$ cat config.mk
export PLATFORM = sky130hd
export DESIGN_NAME = program_loader_flat
export DESIGN_NICKNAME = d
export VERILOG_FILES = /design/src/rtl/program_loader_if.sv /design/src/rtl/program_loader.sv /design/src/flat_wrapper.sv
export SDC_FILE = /design/constraint.sdc
export NUM_CORES = 1
export LEC_CHECK = 0
export ABC_CLOCK_PERIOD_IN_PS = 2400
export CAP_MARGIN = 30
export CORE_UTILIZATION = 63
export DETAILED_ROUTE_END_ITERATION = 10
export DONT_BUFFER_PORTS = 1
export HOLD_SLACK_MARGIN = 0.15
export PLACE_DENSITY_LB_ADDON = 0.3
export SLEW_MARGIN = 10
export SYNTH_ARGS = -nofsm -noshare
export SYNTH_HDL_FRONTEND = slang
export SYNTH_SLANG_ARGS = --single-unit
$ cat constraint.sdc
create_clock -name clk -period 2.4 [get_ports clk]
set_clock_uncertainty 0.05 [all_clocks]
set_input_delay 0.24 -clock clk [delete_from_list [all_inputs] [get_ports clk]]
set_output_delay 0.24 -clock clk [all_outputs]
set_load 0.02 [all_outputs]
$ cat src/rtl/program_loader_if.sv
// program_loader_if: byte-stream input and program-memory write port of the program loader.
interface program_loader_if;
    logic [7:0]  byte_in;
    logic        byte_valid;
    logic        byte_ready;
    logic        mem_write;
    logic [31:0] mem_address;
    logic [31:0] mem_write_data;
    modport master (output byte_in, byte_valid, input byte_ready, mem_write, mem_address, mem_write_data);
    modport slave  (input byte_in, byte_valid, output byte_ready, mem_write, mem_address, mem_write_data);
endinterface

$ cat src/rtl/program_loader.sv
// program_loader: packs a little-endian byte stream into instruction words, writes them to
// program memory and holds the core in reset until the load completes. Define CHECKSUM_EN
// to require a trailing 8-bit sum byte after the data.
module program_loader #(
    parameter int unsigned MEMORY_DEPTH = 32,
    parameter logic [31:0] BASE_ADDRESS = 32'h0
) (
    input  logic             clk,
    input  logic             rst_n,
    input  logic             start_i,
    program_loader_if.slave  bus,
    output logic             cpu_reset_n_o,
    output logic             load_done_o,
    output logic             load_error_o
);
    localparam int IW = $clog2(MEMORY_DEPTH) + 1;
    typedef enum logic [2:0] {IDLE, HDR0, HDR1, DATA, CHK, DONE, ERR} state_t;
    state_t        state_q;
    logic [15:0]   count_q, count_d;
    logic [IW-1:0] word_idx_q;
    logic [1:0]    byte_cnt_q;
    logic [31:0]   word_q, word_d;
    logic          mem_write_q, cpu_reset_n_q, load_done_q, load_error_q;
    logic [31:0]   mem_address_q, mem_write_data_q;
    logic          fire, last_word;
`ifdef CHECKSUM_EN
    logic [7:0]    sum_q;
`endif

    assign bus.byte_ready     = (state_q == HDR0) || (state_q == HDR1) || (state_q == DATA) || (state_q == CHK);
    assign bus.mem_write      = mem_write_q;
    assign bus.mem_address    = mem_address_q;
    assign bus.mem_write_data = mem_write_data_q;
    assign cpu_reset_n_o      = cpu_reset_n_q;
    assign load_done_o        = load_done_q;
    assign load_error_o       = load_error_q;
    assign fire               = bus.byte_valid && bus.byte_ready;
    assign count_d            = {bus.byte_in, count_q[7:0]};
    assign last_word          = 16'(word_idx_q) == count_q - 16'd1;

    // New bytes enter at the top so the first byte of a word ends up in [7:0].
    always_comb begin
        word_d = {bus.byte_in, word_q[31:8]};
    end

    // Load sequencer: header, data words, optional checksum, then release the core.
    always_ff @(posedge clk or negedge rst_n) begin
        if (!rst_n) begin
            state_q          <= IDLE;
            count_q          <= '0;
            word_idx_q       <= '0;
            byte_cnt_q       <= '0;
            word_q           <= '0;
            mem_write_q      <= 1'b0;
            mem_address_q    <= BASE_ADDRESS;
            mem_write_data_q <= '0;
            cpu_reset_n_q    <= 1'b0;
            load_done_q      <= 1'b0;
            load_error_q     <= 1'b0;
`ifdef CHECKSUM_EN
            sum_q            <= '0;
`endif
        end else begin
            mem_write_q <= 1'b0;
            case (state_q)
                IDLE, DONE, ERR: if (start_i) begin
                    state_q       <= HDR0;
                    count_q       <= '0;
                    word_idx_q    <= '0;
                    byte_cnt_q    <= '0;
                    cpu_reset_n_q <= 1'b0;
                    load_done_q   <= 1'b0;
                    load_error_q  <= 1'b0;
`ifdef CHECKSUM_EN
                    sum_q         <= '0;
`endif
                end
                HDR0: if (fire) begin
                    count_q[7:0] <= bus.byte_in;
                    state_q      <= HDR1;
                end
                HDR1: if (fire) begin
                    count_q <= count_d;
                    if (count_d == 16'd0 || 32'(count_d) > MEMORY_DEPTH) begin
                        state_q      <= ERR;
                        load_error_q <= 1'b1;
                    end else begin
                        state_q <= DATA;
                    end
                end
                DATA: if (fire) begin
                    word_q     <= word_d;
                    byte_cnt_q <= byte_cnt_q + 2'd1;
`ifdef CHECKSUM_EN
                    sum_q      <= sum_q + bus.byte_in;
`endif
                    if (byte_cnt_q == 2'd3) begin
                        mem_write_q      <= 1'b1;
                        mem_address_q    <= BASE_ADDRESS + 32'({word_idx_q, 2'b00});
                        mem_write_data_q <= word_d;
                        word_idx_q       <= word_idx_q + 1'b1;
                        if (last_word) begin
`ifdef CHECKSUM_EN
                            state_q <= CHK;
`else
                            state_q       <= DONE;
                            load_done_q   <= 1'b1;
                            cpu_reset_n_q <= 1'b1;
`endif
                        end
                    end
                end
`ifdef CHECKSUM_EN
                CHK: if (fire) begin
                    if (bus.byte_in == sum_q) begin
                        state_q       <= DONE;
                        load_done_q   <= 1'b1;
                        cpu_reset_n_q <= 1'b1;
                    end else begin
                        state_q      <= ERR;
                        load_error_q <= 1'b1;
                    end
                end
`endif
                default: state_q <= IDLE;
            endcase
        end
    end
endmodule

$ cat src/flat_wrapper.sv
// flat-port wrapper written by rule: the top's interface ports become plain ports
module program_loader_flat 
#(
    parameter int unsigned MEMORY_DEPTH = 32,
    parameter logic [31:0] BASE_ADDRESS = 32'h0
)
  (clk, rst_n, start_i, cpu_reset_n_o, load_done_o, load_error_o, bus_byte_in, bus_byte_valid, bus_byte_ready, bus_mem_write, bus_mem_address, bus_mem_write_data);
  program_loader_if bus_i ();
  input  logic clk;
  input  logic rst_n;
  input  logic start_i;
  output logic cpu_reset_n_o;
  output logic load_done_o;
  output logic load_error_o;
  input wire logic [$bits(bus_i.byte_in)-1:0] bus_byte_in;
  input wire logic [$bits(bus_i.byte_valid)-1:0] bus_byte_valid;
  output wire logic [$bits(bus_i.byte_ready)-1:0] bus_byte_ready;
  output wire logic [$bits(bus_i.mem_write)-1:0] bus_mem_write;
  output wire logic [$bits(bus_i.mem_address)-1:0] bus_mem_address;
  output wire logic [$bits(bus_i.mem_write_data)-1:0] bus_mem_write_data;
  assign bus_i.byte_in = bus_byte_in;
  assign bus_i.byte_valid = bus_byte_valid;
  assign bus_byte_ready = bus_i.byte_ready;
  assign bus_mem_write = bus_i.mem_write;
  assign bus_mem_address = bus_i.mem_address;
  assign bus_mem_write_data = bus_i.mem_write_data;
  program_loader #(.MEMORY_DEPTH(MEMORY_DEPTH), .BASE_ADDRESS(BASE_ADDRESS)) u_core (.clk(clk), .rst_n(rst_n), .start_i(start_i), .bus(bus_i), .cpu_reset_n_o(cpu_reset_n_o), .load_done_o(load_done_o), .load_error_o(load_error_o));
endmodule
Yosys cells after proc, flatten, opt, wreduce, memory -nomap -nowiden
Cells that the tools add are included.
{ "op_classes": {"add_sub_neg": 3, "n_bitwise": 1, "n_eq_ne": 15, "mux": 31, "n_lt_le_gt_ge": 1, "reduce_logical": 20} }
{ "ops": {"columns": ["operator", "n"], "rows": [
  ["$mux W16", 2],
  ["$pmux W8 S3", 1],
  ["$mux W3", 7],
  ["$mux W6", 3],
  ["$eq A6 B16 Y1", 1],
  ["$gt A16 B6 Y1 const B", 1],
  ["$logic_not A16 Y1", 1],
  ["$pmux W8 S2", 1],
  ["$sub A16 B1 Y16 const B", 1],
  ["$pmux W3 S4", 1],
  ["$pmux W6 S2", 1],
  ["$reduce_and A4 Y1", 3],
  ["$eq A3 B3 Y1 const B", 3],
  ["$mux W1", 9],
  ["$reduce_and A3 Y1", 3],
  ["$mux W8", 1],
  ["$ne A2 B1 Y1 const B", 4],
  ["$add A6 B1 Y6 const B", 1],
  ["$eq A3 B2 Y1 const B", 2],
  ["$ne A2 B2 Y1 const B", 3],
  ["$reduce_and A6 Y1", 1],
  ["$reduce_bool A2 Y1", 3],
  ["$reduce_and A5 Y1", 1],
  ["$logic_or A1 B1 Y1", 4],
  ["11 further kinds", 13]
]} }
{ "word_totals": {"output_inout_bits": 69, "wordCells": 82, "regBits": 100} }

Longest topological paths before layout
Gate-level depths: netlist of the first run.
{ "logic_depth": {"depth_word": 7, "mapped_depth": 8, "mapped_depth_nobuf": 7} }

Least setup slack after synthesis of the first run
OpenSTA, ideal clock, no wires.
{ "synth_timing": {"path_kind": "reg-to-reg", "start": "reg u_core.count_q[0]", "end": "reg u_core.state_q[1]", "path_buffers": 0, "period_less_slack_ps": 2194, "slack_ps": 206, "required_time_ps": 2226, "arrival_time_ps": 2020, "setup_time_ps": 124, "path_stages_with_launch": 8, "path_cell_list": "dfrtp_1 inv_1 ha_1 or3b_4 nor4b_2 xnor2_1 o2111ai_2 o31a_1"} }
{ "synth_via": {"elab_chain_cells": 4} }
{ "synth_lines": {"columns": ["item", "line_no", "source"], "rows": [
  ["from (decl)", "program_loader.sv:19", "logic [15:0] count_q, count_d;"],
  ["from (signal assigned)", "program_loader.sv:79", "count_q[7:0] <= bus.byte_in;"],
  ["from (signal assigned)", "program_loader.sv:83", "count_q <= count_d;"],
  ["$sub A16 B1 Y16", "program_loader.sv:39", "assign last_word = 16'(word_idx_q) == count_q - 16'd1;"],
  ["$eq A6 B16 Y1", "program_loader.sv:39", null],
  ["$ne A2 B1 Y1 (no source line)", null, null],
  ["$reduce_and A6 Y1 (no source line)", null, null],
  ["to (signal assigned)", "program_loader.sv:49", "state_q <= IDLE;"],
  ["to (signal assigned)", "program_loader.sv:67", "state_q <= HDR0;"],
  ["to (signal assigned)", "program_loader.sv:80", "state_q <= HDR1;"],
  ["to (decl)", "program_loader.sv:18", "state_t state_q;"]
]} }
Every way passes these cells.
A chain may end at the register's enable or synchronous reset.

Worst setup path after layout of the first run
{ "layout_timing": {"start": "reg u_core.count_q[1]", "end": "reg u_core.state_q[1]"} }
The elaborated chain is that of the path after synthesis.

==> flow_summary.json, run 1 <==
{
  "result_of_the_run": "complete, but fails checks",
  "failing_checks": "negative hold slack",
  "syn_area_um2": 4365,
  "power.switching_fraction_pct": 41.79,
  "final_stage_net_count": 512,
  "wl_per_cell_um": 16.42,
  "buffer_ports.inserted": 0,
  "powerDensity_nw_per_um2": 1217,
  "grt_first_pass_wirelength_um": 15680,
  "drv.max_cap_violation_count": 0,
  "pwr-share-seq_pct": 48.6,
  "core_um2": 6531,
  "total_track_usage_pct": 28.25,
  "worstPathRequired_ns": 2.60,
  "share_comb_of_total_power_pct": 31.8,
  "setup-violations-final": 0,
  "count_of_pins_over_their_slew_limit": 0,
  "ir_drop_uv": 794.9,
  "grt_antenna_before_repair": 0,
  "post_cts_hold_buffer_count": 10,
  "post-synth-top-area-fraction_pct": 52.74,
  "critical-path-max-stage-delay_ns": 0.42,
  "netSwitchingPower_mw": 2.367,
  "finalWorstSetupSlack_ns": 0.07706,
  "critical_path.startpoint_type": "register",
  "ant_nets": 0,
  "crit_chain": "inv_1 -> ha_4 -> or3b_4 -> nor4b_4 -> xnor2_1 -> o2111ai_2 -> o31a_1",
  "worst_ep_arrival_time_ns": 2.53,
  "critPathCaptureType": "register",
  "h-tree-depth": 3,
  "internal_power_summed_over_all_cells_mw": 3.297,
  "count_of_antenna_diodes_in_the_layout": 0,
  "synth_enable_flop_cells": 0,
  "final.setup.tns_ns": 0,
  "die_h_um": 85.24,
  "clkTransAtPathRegs_ns": 0.10,
  "clkPwrFrac_pct": 19.6,
  "mostFrequentLayoutCell": "sky130_fd_sc_hd__nand2_1",
  "grt_pass1_vias": 3091,
  "report.final.hold_viol_count": 92,
  "synth_area_leaders": "sky130_fd_sc_hd__dfrtp_1 53%, sky130_fd_sc_hd__nand2_1 19%, sky130_fd_sc_hd__buf_4 4.6%, sky130_fd_sc_hd__mux2i_1 2.3%, sky130_fd_sc_hd__xor2_1 1.6%",
  "io_pins": 81,
  "synth-seq-cells": 92,
  "syn-instance-count": 491,
  "post-route-drc-count": 0,
  "synth_async_sr_flop_share_pct": 100.0,
  "finalCritPeriodShare_pct": 96.79,
  "grt_max_degree": 93,
  "max-slew-margin-rel_pct": 51.58,
  "ys_seq_area_share_pct": 52.74,
  "clock-sinks": 92,
  "drt-total-wl_um": 9492,
  "mostFrequentLayoutCells": "217 x sky130_fd_sc_hd__nand2_1, 92 x sky130_fd_sc_hd__dfrtp_1, 26 x sky130_fd_sc_hd__conb_1",
  "dr_total_vias": 3243,
  "routed_via_density": 5.611,
  "area.growth.synth_to_final_pct": 6.592,
  "floorplan.die.width_um": 85.24,
  "overall_power_mw": 5.663,
  "clk-insertion-delay-late_ns": 0.36,
  "tritoncts_clock_tree": "built",
  "synth.lib_cells_used.distinct": 49,
  "dp_slack_ns": 0.01825,
  "synth.yosys.warnings": 0,
  "globalplace.congestion": 0.8835,
  "final_layout_size_suffix_gt1_share_pct": 8.184,
  "place.detailed.hpwl_um": 6169,
  "initial_utilization_pct": 66.84,
  "fmaxAchievable_mhz": 430.5,
  "fp.dieArea_um2": 7266,
  "synth.avg_cell_area_um2": 8.891,
  "drtIter0Drc": 259,
  "worst_hold_path_type": "input pin to async pin",
  "timing_worst_setup_path_type": "register to register",
  "root_buffer_cell": "sky130_fd_sc_hd__clkbuf_8",
  "std_cell_rows": 29,
  "tightest_slew_ns": 0.7223,
  "numCtsBuffers": 9,
  "clock_path_buffers": 2,
  "static-leakage-power_nw": 2.442,
  "timing.critical_path.slowest_stage_cell": "sky130_fd_sc_hd__dfrtp_1",
  "ys_dominant_reg_cell": "sky130_fd_sc_hd__dfrtp_1",
  "final_period_minus_worst_setup_slack_ns": 2.323,
  "synth_top_area_cell": "sky130_fd_sc_hd__dfrtp_1",
  "timing.critical_path.fanout_max": 5,
  "gr-total-overflow": 0,
  "first_pass_iters": 5,
  "fin_hold_ws_ns": -0.4937
}
-- kinds of logic after synthesis --
group | count (synthesis) | synth area share (%)
fa+ha+maj | 4 | 1.147
flops | 92 | 52.74
buf+inv | 66 | 8.455
compound gates | 36 | 5.905
mux | 10 | 2.293
other cells | 1 | 0.08590
simple gates | 268 | 26.57
xor+xnor | 14 | 2.809
-- worst max-delay path, delay by kind of cell (launching register included) --
family,cells,cell delay [ns]
DFF,1,0.42
xor gates and xnor gates,1,0.17
adders and majority gates,1,0.18
AOI/OAI and AO/OA,2,0.55
buffers and inverters,1,0.15
and+or+nand+nor,2,0.71
-- repair_timing --
action | in CTS | in global routing
endpoints found under the hold margin | 129 | 92
setup buffers | 0 | 1
endpoints found under the setup margin | 0 | 2
resized for setup | 0 | 4
-- registers in the layout, indices dropped and copies added, names as in the netlist --
| name | cells |
|---|---|
| u_core.bus.mem_write_data | 32 |
| u_core.word_q | 24 |
| u_core.count_q | 16 |
| u_core.bus.mem_address | 6 |
| u_core.word_idx_q | 6 |
| u_core.state_q | 3 |
| u_core.byte_cnt_q | 2 |
| u_core.bus.mem_write | 1 |
| u_core.cpu_reset_n_o | 1 |
| u_core.load_error_o | 1 |
-- per-layer routing --
layer	wire [um]	GRT usage [%]	vias to the layer above	share of wire (%)
li1	-	-	1532	-
met1	4353	40.37	1561	46
met2	4396	43.84	131	46
met3	572	5.739	19	6.0
met4	170	8.937	0	1.8
met5	0	0	-	0
-- synthesized netlist by cell type, types with 2 or more instances --
cell type and n:
sky130_fd_sc_hd__a21oi_1 4, sky130_fd_sc_hd__a221oi_1 2, sky130_fd_sc_hd__a31oi_1 2, sky130_fd_sc_hd__and3_1 3, sky130_fd_sc_hd__buf_2 10, sky130_fd_sc_hd__buf_4 27
sky130_fd_sc_hd__clkbuf_1 11, sky130_fd_sc_hd__dfrtp_1 92, sky130_fd_sc_hd__ha_1 4, sky130_fd_sc_hd__inv_1 15, sky130_fd_sc_hd__mux2i_1 10, sky130_fd_sc_hd__nand2_1 217
sky130_fd_sc_hd__nand3b_1 2, sky130_fd_sc_hd__nand4_1 7, sky130_fd_sc_hd__nor2_1 12, sky130_fd_sc_hd__nor2b_1 2, sky130_fd_sc_hd__nor3_1 5, sky130_fd_sc_hd__nor3_2 2
sky130_fd_sc_hd__nor4_1 4, sky130_fd_sc_hd__nor4b_2 2, sky130_fd_sc_hd__o21ai_0 8, sky130_fd_sc_hd__o21ai_1 6, sky130_fd_sc_hd__o31a_1 2, sky130_fd_sc_hd__o31ai_1 3
sky130_fd_sc_hd__or3_1 3, sky130_fd_sc_hd__xnor2_1 6, sky130_fd_sc_hd__xor2_1 8
-- power by group through the flow --
stage	clock network, mW	logic, mW	registers (mW)
final	1.11	1.80	2.75
after global routing	1.17	2.04	2.82
after CTS	1.12	1.72	2.74
after detailed placement	0	1.68	2.77
after global placement	0	1.63	2.75
after floorplan	0	1.52	2.57
-- area by class of cell --
class,count,area [um^2]
repair buffers,19,167.7
fillers,508,1878
multi-input cells,358,1817
clock inverters,7,86.33
well taps,77,96.34
inverters,16,60.06
flip-flops and latches,92,2302
clock buffers,9,123.9
-- through the flow --
stage	instances	instance area [um^2]	utilization, %
2_1_floorplan	516	4459	-
3_3_place_gp	551	4307	65.94
3_5_place_dp	551	4307	65.94
4_1_cts	577	4617	70.69
5_1_grt	578	4653	71.25
6_report	578	4653	71.25
-- final timing paths --
kind | start | endpoint | slack (ns) | depth (start not counted)
max | u_core.count_q[1] | u_core.state_q[1] | 0.08 | 7
min | rst_n | u_core.bus.mem_write_data[10] | -0.49 | 0
max reg2reg | u_core.count_q[1] | u_core.state_q[1] | 0.08 | 7
min reg2reg | u_core.word_q[9] | u_core.bus.mem_write_data[1] | 0.43 | 2
max in group asynchronous | rst_n | u_core.bus.mem_write_data[14] | 2.65 | 0
min in group clk | bus_byte_valid | u_core.state_q[0] | 0.16 | 3
Power figures use the tool's default switching activity.
==> run 2: changes to the inputs <==
--- a/config.mk
+++ b/config.mk
@@ -12,7 +12,7 @@
 export DONT_BUFFER_PORTS = 1
 export HOLD_SLACK_MARGIN = 0.15
 export PLACE_DENSITY_LB_ADDON = 0.3
-export SLEW_MARGIN = 10
+export SLEW_MARGIN = 40
 export SYNTH_ARGS = -nofsm -noshare
 export SYNTH_HDL_FRONTEND = slang
 export SYNTH_SLANG_ARGS = --single-unit
==> results of run 2 <==
No change in the layout: final DEF, timing and power equal those of run 1.
==> run 3: changes to the inputs <==
--- a/config.mk
+++ b/config.mk
@@ -10,6 +10,7 @@
 export CORE_UTILIZATION = 63
 export DETAILED_ROUTE_END_ITERATION = 10
 export DONT_BUFFER_PORTS = 1
+export GPL_TIMING_DRIVEN = 0
 export HOLD_SLACK_MARGIN = 0.15
 export PLACE_DENSITY_LB_ADDON = 0.3
 export SLEW_MARGIN = 40
==> flow_summary.json, run 3 (synthesized netlist as in run 1, its figures left out) <==
{
  "dr_total_vias": 3491,
  "grt_max_degree": 93,
  "clk-insertion-delay-late_ns": 0.36,
  "clkPwrFrac_pct": 19.7,
  "pwr-share-seq_pct": 46.1,
  "fill_cell_instance_count_of_the_final_layout": 462,
  "place.detailed.hpwl_um": 6571,
  "grt_pass1_vias": 3233,
  "initial_utilization_pct": 66.84,
  "timing.reg2reg.worst_path_depth": 5,
  "setup-violations-final": 0,
  "timing_worst_setup_path_type": "register to register",
  "clkTransAtPathRegs_ns": 0.09,
  "crit_chain": "or4_4 -> nor3_2 -> mux2i_2 -> nand4_1 -> o31a_1",
  "worst_hold_path_type": "input pin to async pin",
  "ir_drop_uv": 668.9,
  "std_cell_rows": 29,
  "worstSetupEndpoint": "u_core.state_q[1]",
  "area.growth.synth_to_final_pct": 12.53,
  "power.switching_fraction_pct": 41.08,
  "worst_ep_arrival_time_ns": 2.47,
  "routed_via_density": 5.649,
  "drt-total-wl_um": 9873,
  "failing_checks": "negative hold slack",
  "final.setup.tns_ns": 0,
  "timing.rr.end": "u_core.state_q[1]",
  "critPathCaptureType": "register",
  "grt_first_pass_wirelength_um": 16040,
  "max-slew-margin-rel_pct": 54.08,
  "floorplan.die.width_um": 85.24,
  "total_track_usage_pct": 29.04,
  "timing.critical_path.fanout_max": 6,
  "final_stage_net_count": 553,
  "die_h_um": 85.24,
  "result_of_the_run": "complete, but fails checks",
  "netSwitchingPower_mw": 2.394,
  "wl_per_cell_um": 15.98,
  "timing.critical_path.from": "u_core.count_q[7]",
  "numCtsBuffers": 9,
  "share_comb_of_total_power_pct": 34.2,
  "powerDensity_nw_per_um2": 1186,
  "h-tree-depth": 3,
  "rsz0062_at_grt": "no",
  "gr-total-overflow": 0,
  "count_of_antenna_diodes_in_the_layout": 0,
  "finalCritPeriodShare_pct": 94.56,
  "post_cts_hold_buffer_count": 10,
  "grt_antenna_before_repair": 0,
  "core_um2": 6531,
  "final_layout_size_suffix_gt1_share_pct": 13.68,
  "cts.repair_timing.setup_buffer_count": 0,
  "count_of_pins_over_their_slew_limit": 0,
  "post-route-drc-count": 0,
  "drtIter0Drc": 218,
  "ant_nets": 0,
  "critical_path.startpoint_type": "register",
  "static-leakage-power_nw": 2.615,
  "worstPathRequired_ns": 2.60,
  "buffer_ports.inserted": 0,
  "fin_hold_ws_ns": -0.4876,
  "fp.dieArea_um2": 7266,
  "root_buffer_cell": "sky130_fd_sc_hd__clkbuf_8",
  "largest_reg_flops": 32,
  "globalplace.congestion": 0.8670,
  "report.final.hold_viol_count": 92,
  "fmaxAchievable_mhz": 440.7,
  "final_period_minus_worst_setup_slack_ns": 2.269,
  "mostFrequentLayoutCells": "217 x sky130_fd_sc_hd__nand2_1, 91 x sky130_fd_sc_hd__dfrtp_1, 27 x sky130_fd_sc_hd__buf_4",
  "clock-sinks": 92,
  "crit-reg2reg-launch": "u_core.count_q[7]",
  "overall_power_mw": 5.828,
  "first_pass_iters": 5,
  "stdcell_area_um2": 4912,
  "critical-path-max-stage-delay_ns": 0.61,
  "dpl_cell_area_um2": 4556,
  "drv.max_cap_violation_count": 0,
  "internal_power_summed_over_all_cells_mw": 3.434,
  "io_pins": 81,
  "timing.critical_path.slowest_stage_cell": "sky130_fd_sc_hd__or4_4",
  "mostFrequentLayoutCell": "sky130_fd_sc_hd__nand2_1",
  "timing.reg2reg.setup_slack_ns": 0.13,
  "clock_path_buffers": 2,
  "tightest_slew_ns": 0.6848,
  "tritoncts_clock_tree": "built"
}
[run 3: cell count changes in the layout (fill, tap and decap cells not counted), sizes merged]
cell / change
buf: +30
bufinv: +1
clkbuf: +11
inv: -2
[run 3: stage by stage]
stage               util (%)  instances  setup slack, ns  hold WS [ns]
floorplan                  -        516           0.2060       -0.1056
global placement       69.75        593          0.03789       -0.1027
detailed placement     69.75        593         0.004148       -0.1021
CTS                    74.66        618          0.01379       -0.4931
global route           75.21        618          0.05042       -0.4983
finish                 75.21        618           0.1306       -0.4876
[run 3: area by class of cell]
class / count / area [um^2] / area share [%]
multi-input combinational: 358 / 1826 / 37.16
clock inverter: 6 / 93.84 / 1.910
inverter: 16 / 60.06 / 1.223
sequential: 92 / 2303 / 46.89
clock buffer: 9 / 123.9 / 2.522
buffer: 50 / 309.0 / 6.291
tap: 77 / 96.34 / 1.961
timing repair buffer: 10 / 100.1 / 2.038
[run 3: worst min-delay path by stage]
stage          depth (start not counted)                            to  start
2_1_floorplan                          0     u_core.bus.mem_address[2]  rst_n
3_3_place_gp                           0             u_core.state_q[0]  rst_n
3_5_place_dp                           0             u_core.state_q[0]  rst_n
4_1_cts                                0  u_core.bus.mem_write_data[3]  rst_n
5_1_grt                                0             u_core.state_q[0]  rst_n
6_report                               0             u_core.state_q[0]  rst_n
[run 3: per-layer routing]
metal	GRT usage, %	vias up	routed length (um)
li1	-	1620	-
met1	40.20	1674	4264
met2	44.94	171	4509
met3	6.518	26	826
met4	11.40	0	273
met5	0	-	0
[run 3: power groups by stage]
stage / clock network [mW] / registers (mW) / logic, mW
final: 1.15 / 2.69 / 1.99
after detailed placement: 0 / 2.69 / 1.84
after CTS: 1.16 / 2.67 / 1.90
after global placement: 0 / 2.67 / 1.77
after floorplan: 0 / 2.57 / 1.52
after global routing: 1.22 / 2.75 / 2.19
[run 3: repair_timing]
action | CTS | global route
endpoints found under the hold margin | 128 | 92
gates cloned | 0 | 0
resized for setup | 1 | 8
endpoints found under the setup margin | 2 | 2
pin swaps | 1 | 1
[run 3: critical path: cells and delay by family, from the launching register on]
family / cells / cell delay (ns)
AO/OA/AOI/OAI: 1 / 0.32
flip-flops: 1 / 0.47
AND/OR/NAND/NOR: 3 / 0.99
multiplexers: 1 / 0.33
